==> config.mk <==
export PLATFORM = sky130hd
export DESIGN_NAME = genie_merge_arb
export DESIGN_NICKNAME = d
export VERILOG_FILES = /design/src/rtl/genie_merge_arb_pkg.sv /design/src/rtl/genie_rr_arb.sv /design/src/rtl/genie_merge_arb.sv
export SDC_FILE = /design/constraint.sdc
export NUM_CORES = 1
export LEC_CHECK = 0
export CORE_AREA = 2 2 39 41
export DETAILED_ROUTE_END_ITERATION = 16
export DIE_AREA = 0 0 41 43
export DONT_BUFFER_PORTS = 1
export PLACE_DENSITY = 0.32
export SYNTH_ARGS = -nofsm -noshare
export SYNTH_HDL_FRONTEND = slang
export SYNTH_SLANG_ARGS = --single-unit
==> constraint.sdc <==
create_clock -name clk -period 1.9 [get_ports clk]
set_clock_uncertainty 0.2 [all_clocks]
set_input_delay 0.475 -clock clk [delete_from_list [all_inputs] [get_ports clk]]
set_output_delay 0.475 -clock clk [all_outputs]
set_load 0.01 [all_outputs]
==> src/rtl/genie_merge_arb_pkg.sv <==
// Shared types and the round-robin scan helper for genie_merge_arb.
package genie_merge_arb_pkg;

  typedef enum logic {ST_IDLE, ST_LOCKED} arb_state_t;

  // Widest input count the scan helper supports; must stay 32 (index slices below use [4:0]).
  localparam int MaxNi = 32;

  // Returns the first set bit of valid[0 +: n] scanning last+1, last+2, ... modulo n,
  // or -1 when nothing in range is set. last must be < n.
  function automatic int rr_pick(input logic [MaxNi-1:0] valid, input int n, input int last);
    int idx;
    rr_pick = -1;
    for (int k = 1; k <= MaxNi; k++) begin
      if (k <= n) begin
        idx = last + k;
        if (idx >= n) idx = idx - n;
        if (rr_pick < 0 && valid[idx[4:0]]) rr_pick = idx;
      end
    end
  endfunction

endpackage

==> src/rtl/genie_rr_arb.sv <==
// Combinational round-robin picker: lowest-distance requester after last_idx_i wins.
module genie_rr_arb
  import genie_merge_arb_pkg::*;
#(
  parameter int unsigned NI = 2,
  localparam int unsigned IW = (NI > 1) ? $clog2(NI) : 1
) (
  input  logic [NI-1:0] req_i,
  input  logic [IW-1:0] last_idx_i,
  output logic [NI-1:0] gnt_onehot_o,
  output logic [IW-1:0] gnt_idx_o,
  output logic          any_o
);

  logic [MaxNi-1:0] req_ext;
  int               pick;

  // Scan from the input after the last winner, wrapping at NI-1.
  always_comb begin
    req_ext      = MaxNi'(req_i);
    pick         = rr_pick(req_ext, int'(NI), int'(last_idx_i));
    any_o        = (pick >= 0);
    gnt_idx_o    = any_o ? IW'(pick) : '0;
    gnt_onehot_o = '0;
    if (any_o) gnt_onehot_o[gnt_idx_o] = 1'b1;
  end

endmodule

==> src/rtl/genie_merge_arb.sv <==
// Packet-aware round-robin merge of NI valid/ready streams onto one output.
// A packet locks the grant from its first beat to its EOP beat; priority then rotates.
// Optional output register stage: define GENIE_MERGE_ARB_OREG_EN.
module genie_merge_arb
  import genie_merge_arb_pkg::*;
#(
  parameter int unsigned NI    = 2,
  parameter int unsigned WIDTH = 1,
  localparam int unsigned DW   = (WIDTH > 0) ? WIDTH : 1,
  localparam int unsigned DIN  = (NI * WIDTH > 0) ? NI * WIDTH : 1,
  localparam int unsigned IW   = (NI > 1) ? $clog2(NI) : 1
) (
  input  logic           clk,
  input  logic           reset,
  input  logic [DIN-1:0] i_data,
  input  logic [NI-1:0]  i_valid,
  output logic [NI-1:0]  o_ready,
  input  logic [NI-1:0]  i_eop,
  output logic           o_valid,
  output logic [DW-1:0]  o_data,
  input  logic           i_ready,
  output logic           o_eop,
  output logic [NI-1:0]  o_grant
);

  if (NI < 2 || NI > MaxNi) begin : g_bad_ni
    $error("genie_merge_arb: NI must be in 2..32");
  end

  arb_state_t    state_q, state_d;
  logic [IW-1:0] lock_idx_q, lock_idx_d;
  logic [IW-1:0] last_idx_q, last_idx_d;

  logic [NI-1:0] pick_onehot;
  logic [IW-1:0] pick_idx;
  logic          pick_any;

  logic [IW-1:0] g;
  logic          grant_vld;
  logic [NI-1:0] grant_onehot;
  logic          up_valid, up_ready, up_xfer, sel_eop;
  logic [DW-1:0] sel_data;

  genie_rr_arb #(
    .NI(NI)
  ) u_rr (
    .req_i        (i_valid),
    .last_idx_i   (last_idx_q),
    .gnt_onehot_o (pick_onehot),
    .gnt_idx_o    (pick_idx),
    .any_o        (pick_any)
  );

  // Grant selection: held lock wins, otherwise the round-robin pick; nothing granted in reset.
  always_comb begin
    if (state_q == ST_LOCKED) begin
      g         = lock_idx_q;
      grant_vld = !reset;
    end else begin
      g         = pick_idx;
      grant_vld = pick_any && !reset;
    end
    grant_onehot = '0;
    if (grant_vld) grant_onehot[g] = 1'b1;
    up_valid = grant_vld && i_valid[g];
    sel_eop  = grant_vld && i_eop[g];
    up_xfer  = up_valid && up_ready;
    o_ready  = grant_onehot & {NI{up_ready}};
    o_grant  = grant_onehot;
  end

  // Payload mux; ungranted inputs never reach the output.
  if (WIDTH > 0) begin : g_data
    assign sel_data = grant_vld ? i_data[g*WIDTH +: WIDTH] : '0;
  end else begin : g_nodata
    assign sel_data = '0;
  end

  // Lock on a non-EOP beat, release and rotate priority on the EOP beat.
  always_comb begin
    state_d    = state_q;
    lock_idx_d = lock_idx_q;
    last_idx_d = last_idx_q;
    if (up_xfer) begin
      if (sel_eop) begin
        state_d    = ST_IDLE;
        last_idx_d = g;
      end else begin
        state_d    = ST_LOCKED;
        lock_idx_d = g;
      end
    end
  end

  // Arbiter state registers.
  always_ff @(posedge clk or posedge reset) begin
    if (reset) begin
      state_q    <= ST_IDLE;
      lock_idx_q <= '0;
      last_idx_q <= IW'(NI - 1);
    end else begin
      state_q    <= state_d;
      lock_idx_q <= lock_idx_d;
      last_idx_q <= last_idx_d;
    end
  end

`ifdef GENIE_MERGE_ARB_OREG_EN
  logic          out_valid_q, out_valid_d;
  logic [DW-1:0] out_data_q, out_data_d;
  logic          out_eop_q, out_eop_d;

  // Output stage accepts a new beat whenever it is empty or being drained.
  always_comb begin
    up_ready    = !out_valid_q || i_ready;
    out_valid_d = out_valid_q;
    out_data_d  = out_data_q;
    out_eop_d   = out_eop_q;
    if (up_ready) begin
      out_valid_d = up_valid;
      out_data_d  = sel_data;
      out_eop_d   = up_valid && sel_eop;
    end
  end

  // Output stage registers.
  always_ff @(posedge clk or posedge reset) begin
    if (reset) begin
      out_valid_q <= 1'b0;
      out_data_q  <= '0;
      out_eop_q   <= 1'b0;
    end else begin
      out_valid_q <= out_valid_d;
      out_data_q  <= out_data_d;
      out_eop_q   <= out_eop_d;
    end
  end

  assign o_valid = out_valid_q;
  assign o_data  = out_data_q;
  assign o_eop   = out_eop_q;
`else
  // Zero-latency datapath straight from the mux.
  always_comb begin
    up_ready = i_ready;
    o_valid  = up_valid;
    o_data   = sel_data;
    o_eop    = sel_eop;
  end
`endif

endmodule

## Word-level counts from Yosys, hierarchy flattened

Index checks and enable logic that the tools add are counted.

- Flip-flop bits (word level): 3
- Word-level logic and storage cells: 47
- Output and inout port bits: 7
- Input port bits: 9

- Bitwise operators: 2
- Order comparisons: 8
- Shift-type cells: 1
- $add $sub $neg: 4
- Mux-type cells: 20
- Reductions and logical operators: 9

Operators with widths:

| operator | number |
|---|---|
| two-way mux 32 bit | 4 |
| >= comparator 32 x 3 -> 1 bit (second input constant) | 2 |
| subtractor 32 x 3 -> 32 bit (second input constant) | 2 |
| >= comparator 32 x 1 -> 1 bit (second input constant) | 1 |
| less-than comparator 32 x 1 -> 1 bit (second input constant) | 1 |
| less-than comparator 5 x 6 -> 1 bit (second input constant) | 2 |
| two-way mux 1 bit | 12 |
| binary-select mux 1 bit (select 5 bit) | 2 |
| logical AND 1 bit | 6 |
| AND reduction 2 bit | 2 |
| adder 1 x 2 -> 3 bit (second input constant) | 1 |
| adder 1 x 1 -> 2 bit (second input constant) | 1 |
| AND 2 bit | 1 |
| less-than comparator 1 x 2 -> 1 bit (second input constant) | 1 |
| two-way mux 2 bit | 1 |
| indexed part select 2 x 2 -> 1 bit | 1 |
| demux 1 bit (select 1 bit) | 1 |
| >= comparator 1 bit (second input constant) | 1 |
| zero test 1 bit | 1 |
| inverter 1 bit | 1 |

## Depth between registers and ports, before layout

Gate-level depths: netlist of the first run.

- Depth in word-level cells: 18
- Gate-level depth with buffers: 5
- Mapped depth without buffers: 5

## Hierarchy

Synthesis of the first run repeated with hierarchy kept, for this count alone.

- Cells, all modules: 37
- Area, all modules: 324.1 µm²

Modules (own cells, without submodules):

| module | cells an instance | area an instance (µm²) | instances |
|---|---|---|---|
| genie_merge_arb | 32 | 291.5 | 1 |
| genie_rr_arb | 5 | 32.5 | 1 |

## Least setup slack after synthesis of the first run

OpenSTA, ideal clock, no wires.

- Path kind: input port to output port
- Start point: in i_valid[1]
- End point: out o_data
- Path buffers: 0
- Required time: 1.225 ns
- Arrival time: 1.279 ns
- Slack: -0.054 ns
- Cell stages on the path: 4
- Cells stage by stage: nor2b_1 -> a22oi_1 -> nor2_1 -> a22o_1

- Cells in the longest elaborated chain, start to end: 11
- Elaborated cells between the ends (all ways): 15
- Those cells by class: order compare: 2; shift: 1; mux: 10; reduce/logical: 2

Ends and longest elaborated chain:

| what | line | text |
|---|---|---|
| start: declaration | genie_merge_arb.sv:16 | `input logic [NI-1:0] i_valid,` |
| binary-select mux 1 bit (select 5 bit) | genie_merge_arb_pkg.sv:18 | `if (rr_pick < 0 && valid[idx[4:0]]) rr_pick = idx;` |
| two-way mux 1 bit (not written as such) | genie_merge_arb_pkg.sv:18 |  |
| two-way mux 32 bit | genie_merge_arb_pkg.sv:18 |  |
| less-than comparator 32 x 1 -> 1 bit | genie_merge_arb_pkg.sv:18 |  |
| logical AND 1 bit | genie_merge_arb_pkg.sv:18 |  |
| two-way mux 32 bit * | genie_merge_arb_pkg.sv:18 |  |
| >= comparator 32 x 1 -> 1 bit | genie_rr_arb.sv:22 | `any_o = (pick >= 0);` |
| two-way mux 1 bit | genie_rr_arb.sv:23 | `gnt_idx_o = any_o ? IW'(pick) : '0;` |
| two-way mux 1 bit | genie_merge_arb.sv:56 | `if (state_q == ST_LOCKED) begin` |
| indexed part select 2 x 2 -> 1 bit | genie_merge_arb.sv:74 | `assign sel_data = grant_vld ? i_data[g*WIDTH +: WIDTH] : '0;` |
| two-way mux 1 bit * | genie_merge_arb.sv:74 |  |
| end: declaration | genie_merge_arb.sv:20 | `output logic [DW-1:0] o_data,` |

Every way passes the cells marked *; elsewhere a longest branch is shown, timed or not. The select of a mux whose other input is x is not followed.

## Final worst setup path of the first run

- Start point: reg state_q
- End point: out o_data

- Cells in the longest elaborated chain, start to end: 3
- Elaborated cells between the ends (all ways): 4
- Those cells by class: shift: 1; mux: 3

Ends and longest elaborated chain:

| what | line | text |
|---|---|---|
| start: declaration | genie_merge_arb.sv:30 | `arb_state_t state_q, state_d;` |
| start signal: assignment | genie_merge_arb.sv:102 | `state_q <= state_d;` |
| two-way mux 1 bit | genie_merge_arb.sv:56 |  |
| indexed part select 2 x 2 -> 1 bit | genie_merge_arb.sv:74 |  |
| two-way mux 1 bit * | genie_merge_arb.sv:74 |  |

Every way passes the cells marked *; elsewhere a longest branch is shown, timed or not.

==> results of run 1 <==
==> cell usage in the layout, fill, tap and decap left out <==
cell type                       Yosys  layout
sky130_fd_sc_hd__a41oi_1            1       1
sky130_fd_sc_hd__mux2_4             0       1
sky130_fd_sc_hd__clkbuf_4           0       3
sky130_fd_sc_hd__nor2_2             1       1
sky130_fd_sc_hd__buf_4              0       9
sky130_fd_sc_hd__nor2_1             3       2
sky130_fd_sc_hd__a21o_1             1       1
sky130_fd_sc_hd__a22o_1             2       2
sky130_fd_sc_hd__a31oi_1            2       1
sky130_fd_sc_hd__buf_6              0       2
sky130_fd_sc_hd__mux2i_1            1       1
sky130_fd_sc_hd__o32ai_4            1       1
sky130_fd_sc_hd__dfstp_2            1       1
sky130_fd_sc_hd__nand2_1            3       1
sky130_fd_sc_hd__nand2_2            0       2
sky130_fd_sc_hd__dfrtp_2            0       1
sky130_fd_sc_hd__a31oi_4            0       1
sky130_fd_sc_hd__a22oi_2            0       1
sky130_fd_sc_hd__and2b_1            1       1
sky130_fd_sc_hd__clkbuf_1           0       1
sky130_fd_sc_hd__inv_1              3       3
sky130_fd_sc_hd__dlygate4sd3_1      0       1
sky130_fd_sc_hd__nand2b_4           0       1
sky130_fd_sc_hd__and2_1             1       1
sky130_fd_sc_hd__nor2_4             0       1
sky130_fd_sc_hd__and3_4             0       1
sky130_fd_sc_hd__nor2b_4            0       1
sky130_fd_sc_hd__dfrtp_1            2       1
sky130_fd_sc_hd__a211oi_2           1       1
==> state kept, by name, indices dropped and copies added, names as in the netlist <==
name	cells
state_q	1
lock_idx_q	1
last_idx_q	1
==> critical path: stages (launching register included) <==
cell and delay [ns]:
sky130_fd_sc_hd__dfrtp_2 0.42, sky130_fd_sc_hd__and2b_1 0.19, sky130_fd_sc_hd__a31oi_4 0.22, sky130_fd_sc_hd__nor2_4 0.06, sky130_fd_sc_hd__a22o_1 0.27
==> path summary, 6_finish.rpt <==
check / cells after the start / from / endpoint / slack, ns
max in group asynchronous: 3 / reset / state_q$_DFFE_PP0P_ / 0.90
min in group clk: 1 / i_ready / last_idx_q$_DFFE_PP1P_ / 0.13
setup reg to reg: 5 / last_idx_q$_DFFE_PP1P_ / lock_idx_q$_DFFE_PP0P_ / 0.04
setup / recovery: 4 / state_q$_DFFE_PP0P_ / o_data / -0.16
hold / removal: 2 / reset / last_idx_q$_DFFE_PP1P_ / 0.06
hold reg to reg: 1 / state_q$_DFFE_PP0P_ / state_q$_DFFE_PP0P_ / 0.34
==> routing by layer <==
layer	vias up	GRT usage, %	routed length (µm)
met5	-	0	0
met4	0	4.00	0
met3	0	3.14	26
met2	3	14.1	449
met1	136	12.0	292
li1	141	-	-
==> cell usage after synthesis <==
cell type                  count  area share, %
sky130_fd_sc_hd__nor2_2        1            2.4
sky130_fd_sc_hd__a22o_1        2            6.6
sky130_fd_sc_hd__dfstp_2       1             10
sky130_fd_sc_hd__and2b_1       1            2.8
sky130_fd_sc_hd__inv_1         3            4.3
sky130_fd_sc_hd__a21o_1        1            2.8
sky130_fd_sc_hd__a211oi_2      1            4.7
sky130_fd_sc_hd__mux2i_1       1            3.8
sky130_fd_sc_hd__dfrtp_1       2             19
sky130_fd_sc_hd__o32ai_4       1             10
sky130_fd_sc_hd__mux2_1        1            4.3
sky130_fd_sc_hd__nor2_1        3            4.3
sky130_fd_sc_hd__a41oi_1       1            3.3
sky130_fd_sc_hd__and2_1        1            2.4
sky130_fd_sc_hd__nand2b_1      1            2.4
sky130_fd_sc_hd__nor2b_1       1            2.4
sky130_fd_sc_hd__a22oi_1       1            2.8
sky130_fd_sc_hd__and3_1        1            2.4
sky130_fd_sc_hd__a31oi_1       2            4.7
sky130_fd_sc_hd__nand2_1       3            4.3
==> cell type report <==
class / instances / area [µm²] / area share [%]
clock buffers: 4 / 26.3 / 5.61
inverters: 3 / 11.3 / 2.41
multi-input cells: 23 / 233 / 49.7
flip-flops and latches: 3 / 77.6 / 16.6
well taps: 16 / 20.0 / 4.28
repair buffers: 12 / 100 / 21.4
==> what timing repair did <==
action / CTS / global route
setup endpoints to repair: 7 / 8
pin swaps: 4 / 4
hold endpoints to repair: 2 / 0
resized for setup: 7 / 6
setup buffers: 2 / 3
hold buffers: 1 / 0
==> report_power, final <==
group,internal [mW],leakage [nW],switching [mW]
sequential,0.106,0.0338,0.0316
clock,0.0785,0.0150,0.0303
combinational,0.250,0.160,0.195
total,0.435,0.209,0.257
==> logic make-up (layout without fill, tap and decap cells) <==
kind of cell           count (synthesis)  in the layout
AO/OA/AOI/OAI                          9              9
buffers and inverters                  3             19
flip-flops                             3              3
multiplexers                           2              2
AND/OR/NAND/NOR                       12             12
==> stage by stage <==
step                      hold slack (ns)  instance area [µm²]  setup TNS [ns]
after global placement              0.152                  340       -0.000753
after global routing               0.0695                  468           -1.13
after CTS                          0.0513                  418          -0.645
final                              0.0608                  468          -0.704
after floorplan                    0.0412                  275               0
after detailed placement            0.146                  340        -0.00439
==> results.md, run 1 <==
Final layout:
- Compared with the post-synthesis result, the final layout area differs by 77.3%.
- The count of inserted antenna diode cells is 0.
- The fraction of layout instances using a drive strength above 1 is 62.2%.
- At the end of the flow, the number of nets in the layout was 55.
- The number of filler instances in the final layout is 149.
- Excluding fillers, the count of instances in the completed layout stands at 61.
- For this run, the share of the core covered by cells in the final layout is 33.8%.

Timing:
- For the pin with the worst max-slew slack, the measured transition is 0.355 ns.
- The post-layout worst setup margin is -0.158 ns.
- The clock period minus final worst setup slack is 2.06 ns.
- The final count of hold timing violations was 0.
- In the finished design, the share of the clock period the worst path needs comes to 108%.
- The worst max-slew margin expressed relative to the limit is 76.3%.
- Setup repair after global routing could not meet its margin everywhere.
- Setup violations remaining at the end of the flow were counted as 7.
- Based on the critical path, the design can be clocked at up to 486 MHz.
- The total count of max-transition violations in the final report came to 0.

Route:
- The first TritonRoute pass finished after 2 iterations.
- The aggregate routed wire length is 768 µm.
- In the routed design, unresolved DRC markers number 0.
- The total vias in the final route is 280.
- The detailed router finished its first iteration with 4 violations.
- The ratio of routed vias to standard cells is 4.59.
- The remaining antenna violation count after routing is 0.
- Dividing the detail-routed wire length by the instance count gives 12.6 µm.

GRT:
- The overflow left after global routing is 0.
- The global-route usage over all layers is 9.47%.
- The number of global-route vias before repair is 267.
- Entering global routing, the biggest net connects 7 pins.
- The initial antenna violation count is 0.
- The first global-routing pass estimated 1.15 mm of wire.

Synthesis:
- The average cell area after synthesis is 9.10 µm².
- The portion of the post-synthesis area used by sequential elements is 28.9%.
- The adder-cell share of the synthesized area is 0%.
- The basic-gate share of the synthesized area counting and, or, nand and nor cells is 23.2%.
- The xor and xnor fraction of the mapped netlist area is 0%.
- After synthesis, the share of cell area in mux cells is 8.06%.
- The main combinational cell family by area after synthesis is compound AO/OA/AOI/OAI gates.
- The net count of the mapped netlist is 38.
- The synthesized instance count is 29.
- Summing the areas of all compound-gate instances in the mapped netlist gives 35.5% of the synthesized area.
- Yosys printed 0 warnings.
- The netlist area before placement is 264 µm².
- The netlist uses 20 different library cells.
- The count of state elements after synthesis is 3.

Worst setup path:
- The worst setup path is captured at a primary output.
- The worst endpoint required time is 1.22 ns.
- The data arrival at the endpoint of the critical path is 1.38 ns.
- Along the worst path, the maximum fanout reaches 5.
- The worst setup path is launched from a register.
- The critical path is of the register to primary output type.

Die:
- Once the floorplan was initialized, standard cells occupied 19.1% of the core.
- The area of the die is 0.00176 mm².
- The number of I/O pins is 16.
- The floorplan step set the die width to 41 µm.
- The core region is 0.00138 mm².
- From bottom edge to top edge, the die measures 43 µm.
- The standard-cell row count is 14.

Job:
- The number of maximum-capacitance constraint violations is 0.

Power and ir drop:
- For this design the ratio of total power to cell area is 1480 mW/mm².
- IR analysis of the VDD net gives a maximum drop of 0.480 mV.
- The static leakage is 0.209 nW.
- The design draws 691 µW.

Clock tree:
- TritonCTS built the clock tree.
- The clock insertion delay at the later pin of the skew report is 0.23 ns.
- In this run the number of H-tree levels came out at 1.
- Clock-pin slew was measured on the worst setup and hold paths at 0.04 ns.
- The tree is rooted in a sky130_fd_sc_hd__clkbuf_4.
- The worst-case clock buffer depth is 2.
- The number of CTS-inserted buffers is 3.
- The sink count of the clock tree is 3.

Placed design:
- The count of buffers added on input and output ports is 0.
- Including well taps, the total number of placed cells is 51.
- Before CTS, the worst setup slack after placement is -0.00439 ns.
- The total half-perimeter wirelength after legalization and detailed placement is 558 µm.
- The last weighted congestion value of the routability-driven placer is 0.644.

Status:
- The run finished, with violations left.
- The final reports fail on setup timing.

Hold path:
- The kind of path behind the tightest hold check is input pin to async pin.
(Power assumes the default switching activity.)
==> inputs of run 2 (changes only) <==
- PLACE_DENSITY: 0.32 -> 0.37
- SYNTH_HIERARCHICAL: not set -> 1
==> run 2 against run 1 <==
  * The run still ends with setup timing left
  * Count of clock-buffer cells in the layout stayed put
  * Power is 23% lower
  * Cell area is 1.3% higher
  * Final cell count is 6.6% higher
  * Wire length is 4.8% lower
  * Sequential cell count stayed put
  * Largest power group unchanged
==> results.md, run 2 <==
Synthesis:
- The count of synthesis-stage warnings from yosys was 6 (+6).
- The net count of the mapped netlist is 43 (+13%).
- The average cell area after synthesis is 8.98 µm² (-1.4%).
- The netlist area before placement was 305 µm² (+16%).
- The synthesized instance count is 34 (+17%).

Final layout:
- The final cell count without fillers was 65 (+6.6%).
- The number of nets in the layout came to 59 (+7.3%).
- The fraction of layout instances using a drive strength above 1 is 46.9% (-15 points).
- The storage element area is 76.3 µm² (-1.6%).
- The largest registers in the layout are last_idx_q (1), lock_idx_q (1), state_q (1).
- The number of filler instances in the final layout came to 152 (+2.0%).
- The count of inserted antenna diode cells is 0 (unchanged).
- The combined area of the multi-input logic cells is 244 µm² (+4.8%).
- In the layout the commonest cells are 9 x sky130_fd_sc_hd__buf_4, 5 x sky130_fd_sc_hd__inv_1, 3 x sky130_fd_sc_hd__nand2_1, 3 x sky130_fd_sc_hd__clkbuf_4.
- The area of all placed cells without fillers is 474 µm² (+1.3%).
- The area added between synthesis and finish is 55.3%.
- The library cell used most frequently in the layout, excluding fill and tap cells, is sky130_fd_sc_hd__buf_4.

Die:
- The number of I/O pins is 16 (unchanged).
- The total core area was 0.00138 mm² (unchanged).
- The area of the die was 0.00176 mm² (unchanged).
- The standard-cell row count is 14 (unchanged).
- The die extent in x came to 41 µm (unchanged).
- The die height came to 43 µm (unchanged).
- The effective utilization at floorplan is 22.1% (+3.0 points).

GRT:
- The number of global-route vias before repair is 289 (+8.2%).
- The first-pass GRT wire length is 1.17 mm (+1.2%).
- The global-route usage over all layers came to 9.77% (+0.30 points).
- The initial antenna violation count is 0 (unchanged).
- The overflow left after global routing is 0 (unchanged).
- The maximum number of pins on one net before global-route repair is 8 (+1).

Timing:
- The final count of hold timing violations is 0 (unchanged).
- The transition at the pin with the smallest max-transition slack was 0.315 ns (-0.0398 ns).
- Setup repair after global routing could not meet its margin everywhere.
- The final count of negative-setup-slack endpoints is 10 (+3).
- The worst max-slew margin expressed relative to the limit is 78.9% (+2.5 points).
- The post-layout worst setup margin is -0.440 ns (-0.282 ns).
- The total count of max-transition violations in the final report came to 0 (unchanged).
- The clock period minus final worst setup slack is 2.34 ns (+0.282 ns).
- The total negative slack is -3.23 ns (-2.53 ns).
- The portion of the clock cycle consumed by the worst path in the final layout is 123% (+15 points).
- The highest clock rate is 427 MHz (-12%).

Route:
- The ratio of routed vias to standard cells is 4.54 (-1.1%).
- The DRC violation count after routing is 0 (unchanged).
- The wire length per cell after detailed routing is 11.2 µm (-11%).
- The first-pass detailed-route iteration total is 1 (-1).
- The aggregate routed wire length is 731 µm (-4.8%).
- The total vias in the final route came to 295 (+5.4%).
- The remaining antenna violation count after routing is 0 (unchanged).
- The starting DRC count in detailed routing is 0 (-4).

Worst setup path:
- The number of buffers and inverters on the critical path is 0 (unchanged).
- The worst setup path is of the register to primary output kind.
- The setup slack of the worst register-to-register path is -0.31 ns (-0.35 ns).
- The cell type group with the largest total delay on the critical path is flip-flops.
- The data arrival at the endpoint of the critical path is 1.67 ns (+0.29 ns).
- Walking the worst path, the cells encountered are a21boi_4 -> or3b_4 -> a211o_1 -> nand2_2.
- The highest net fanout along the worst path is 3 (-2).
- The worst flop-to-flop path startpoint is last_idx_q$_DFFE_PP1P_.
- The startpoint type of the worst setup path is a register.
- The biggest cell delay along the critical path is 0.55 ns (+0.13 ns).
- The worst endpoint required time came to 1.22 ns (about the same).
- The depth of the most critical reg-to-reg path is 7 (+2).
- The worst setup path is captured at a primary output.
- The reg-to-reg critical path endpoint is last_idx_q$_DFFE_PP1P_.
- The highest-delay cell along the critical path is sky130_fd_sc_hd__dfstp_2.

Power and ir drop:
- The post-layout total power is 530 µW (-23%).
- The clock network power share is 20.9% (+5.2 points).
- The switching power summed over all nets was 203 µW (-21%).
- The cell-internal power is 327 µW (-25%).
- The combinational share of power is 56.1% (-8.2 points).
- The net switching share of the total power was 38.2% (+1.1 points).
- The power density over cell area came to 1120 mW/mm² (-24%).
- The static leakage is 0.223 nW (+7.0%).
- The worst IR drop on VDD was 0.549 mV (+14%).
- The part of the total power dissipated in sequential elements came to 23.1% (+3.2 points).

Placed design:
- The cell area after placement is 417 µm² (+22%).
- The total of buffers placed on input and output ports is 0 (unchanged).
- The instance count after placement with tap cells included is 58 (+14%).
- The total half-perimeter wirelength after legalization and detailed placement came to 606 µm (+8.7%).
- The last weighted congestion value of the routability-driven placer is 0.769 (+19%).

Clock tree:
- Clock tree synthesis selected as its root buffer the cell sky130_fd_sc_hd__clkbuf_4.
- The CTS tree is built.
- The number of CTS-inserted buffers came to 3 (unchanged).
- The clock insertion delay at the later pin of the skew report came to 0.23 ns (about the same).
- The clock-pin slew on the worst setup and hold paths is 0.04 ns (about the same).
- The worst-case clock buffer depth is 2 (unchanged).
- The sink count of the clock tree is 3 (unchanged).
- The H-tree depth is 1 (unchanged).

Hold path:
- The start point of the worst min-delay path is lock_idx_q$_DFFE_PP0P_.
- The destination of the worst hold path is lock_idx_q$_DFFE_PP0P_.
- The cell depth of the worst hold path is 1.
- The min-delay analysis places its worst path in the category register to register.

Job:
- The number of maximum-capacitance constraint violations is 0 (unchanged).

Status:
- The checks that failed: setup timing.
- The flow ran to the end, but the final reports show violations.
[run 2: power by group through the flow]
| stage | Clock, mW | Combinational (mW) | Sequential [mW] |
|---|---|---|---|
| global route | 0.126 | 0.325 | 0.125 |
| CTS | 0.119 | 0.294 | 0.122 |
| global placement | 0 | 0.277 | 0.122 |
| floorplan | 0 | 0.196 | 0.120 |
| finish | 0.111 | 0.297 | 0.122 |
| detailed placement | 0 | 0.279 | 0.122 |
[run 2: worst register-to-register path, stage by stage (launching register included)]
cell and delay (ns):
sky130_fd_sc_hd__dfstp_2 0.55, sky130_fd_sc_hd__a21boi_4 0.06, sky130_fd_sc_hd__or3b_4 0.40, sky130_fd_sc_hd__buf_4 0.16
sky130_fd_sc_hd__a211oi_4 0.24, sky130_fd_sc_hd__buf_4 0.15, sky130_fd_sc_hd__a2bb2o_4 0.21, sky130_fd_sc_hd__mux2i_1 0.16
[run 2: repair_timing]
item,CTS,global route
hold endpoints to repair,3,0
pin swaps,3,5
endpoints found under the setup margin,10,10
hold buffers,1,0
gates resized for setup,2,0
buffers inserted,2,1
[run 2: layout make-up]
class                   count  share of cell area (%)
inverters                   5                    3.96
well taps                  16                    4.22
flip-flops and latches      3                    16.1
clock buffers               4                    5.54
multi-input cells          26                    51.5
repair buffers             11                    18.7
[run 2: worst max path at each step]
| stage | cells after the start | endpoint | startpoint |
|---|---|---|---|
| floorplan | 4 | o_eop | i_valid[1] |
| global placement | 4 | o_eop | last_idx_q$_DFFE_PP1P_ |
| detailed placement | 6 | last_idx_q$_DFFE_PP1P_ | last_idx_q$_DFFE_PP1P_ |
| CTS | 4 | o_eop | last_idx_q$_DFFE_PP1P_ |
| global route | 4 | o_valid | last_idx_q$_DFFE_PP1P_ |
| finish | 4 | o_eop | last_idx_q$_DFFE_PP1P_ |
[run 2: stage by stage]
stage / hold WS [ns] / utilization, % / worst slack [ns]
floorplan: 0.0279 / - / -0.198
global placement: 0.0350 / 30.1 / -0.216
CTS: 0.314 / 33.7 / -0.461
finish: 0.311 / 34.3 / -0.440
detailed placement: 0.0379 / 30.1 / -0.230
global route: 0.334 / 34.3 / -0.492
[run 2: metal layers]
metal  wire, µm  track usage (%)
met1        291             12.3
met2        413             14.4
met3         27             2.09
met4          0             6.00
met5          0                0
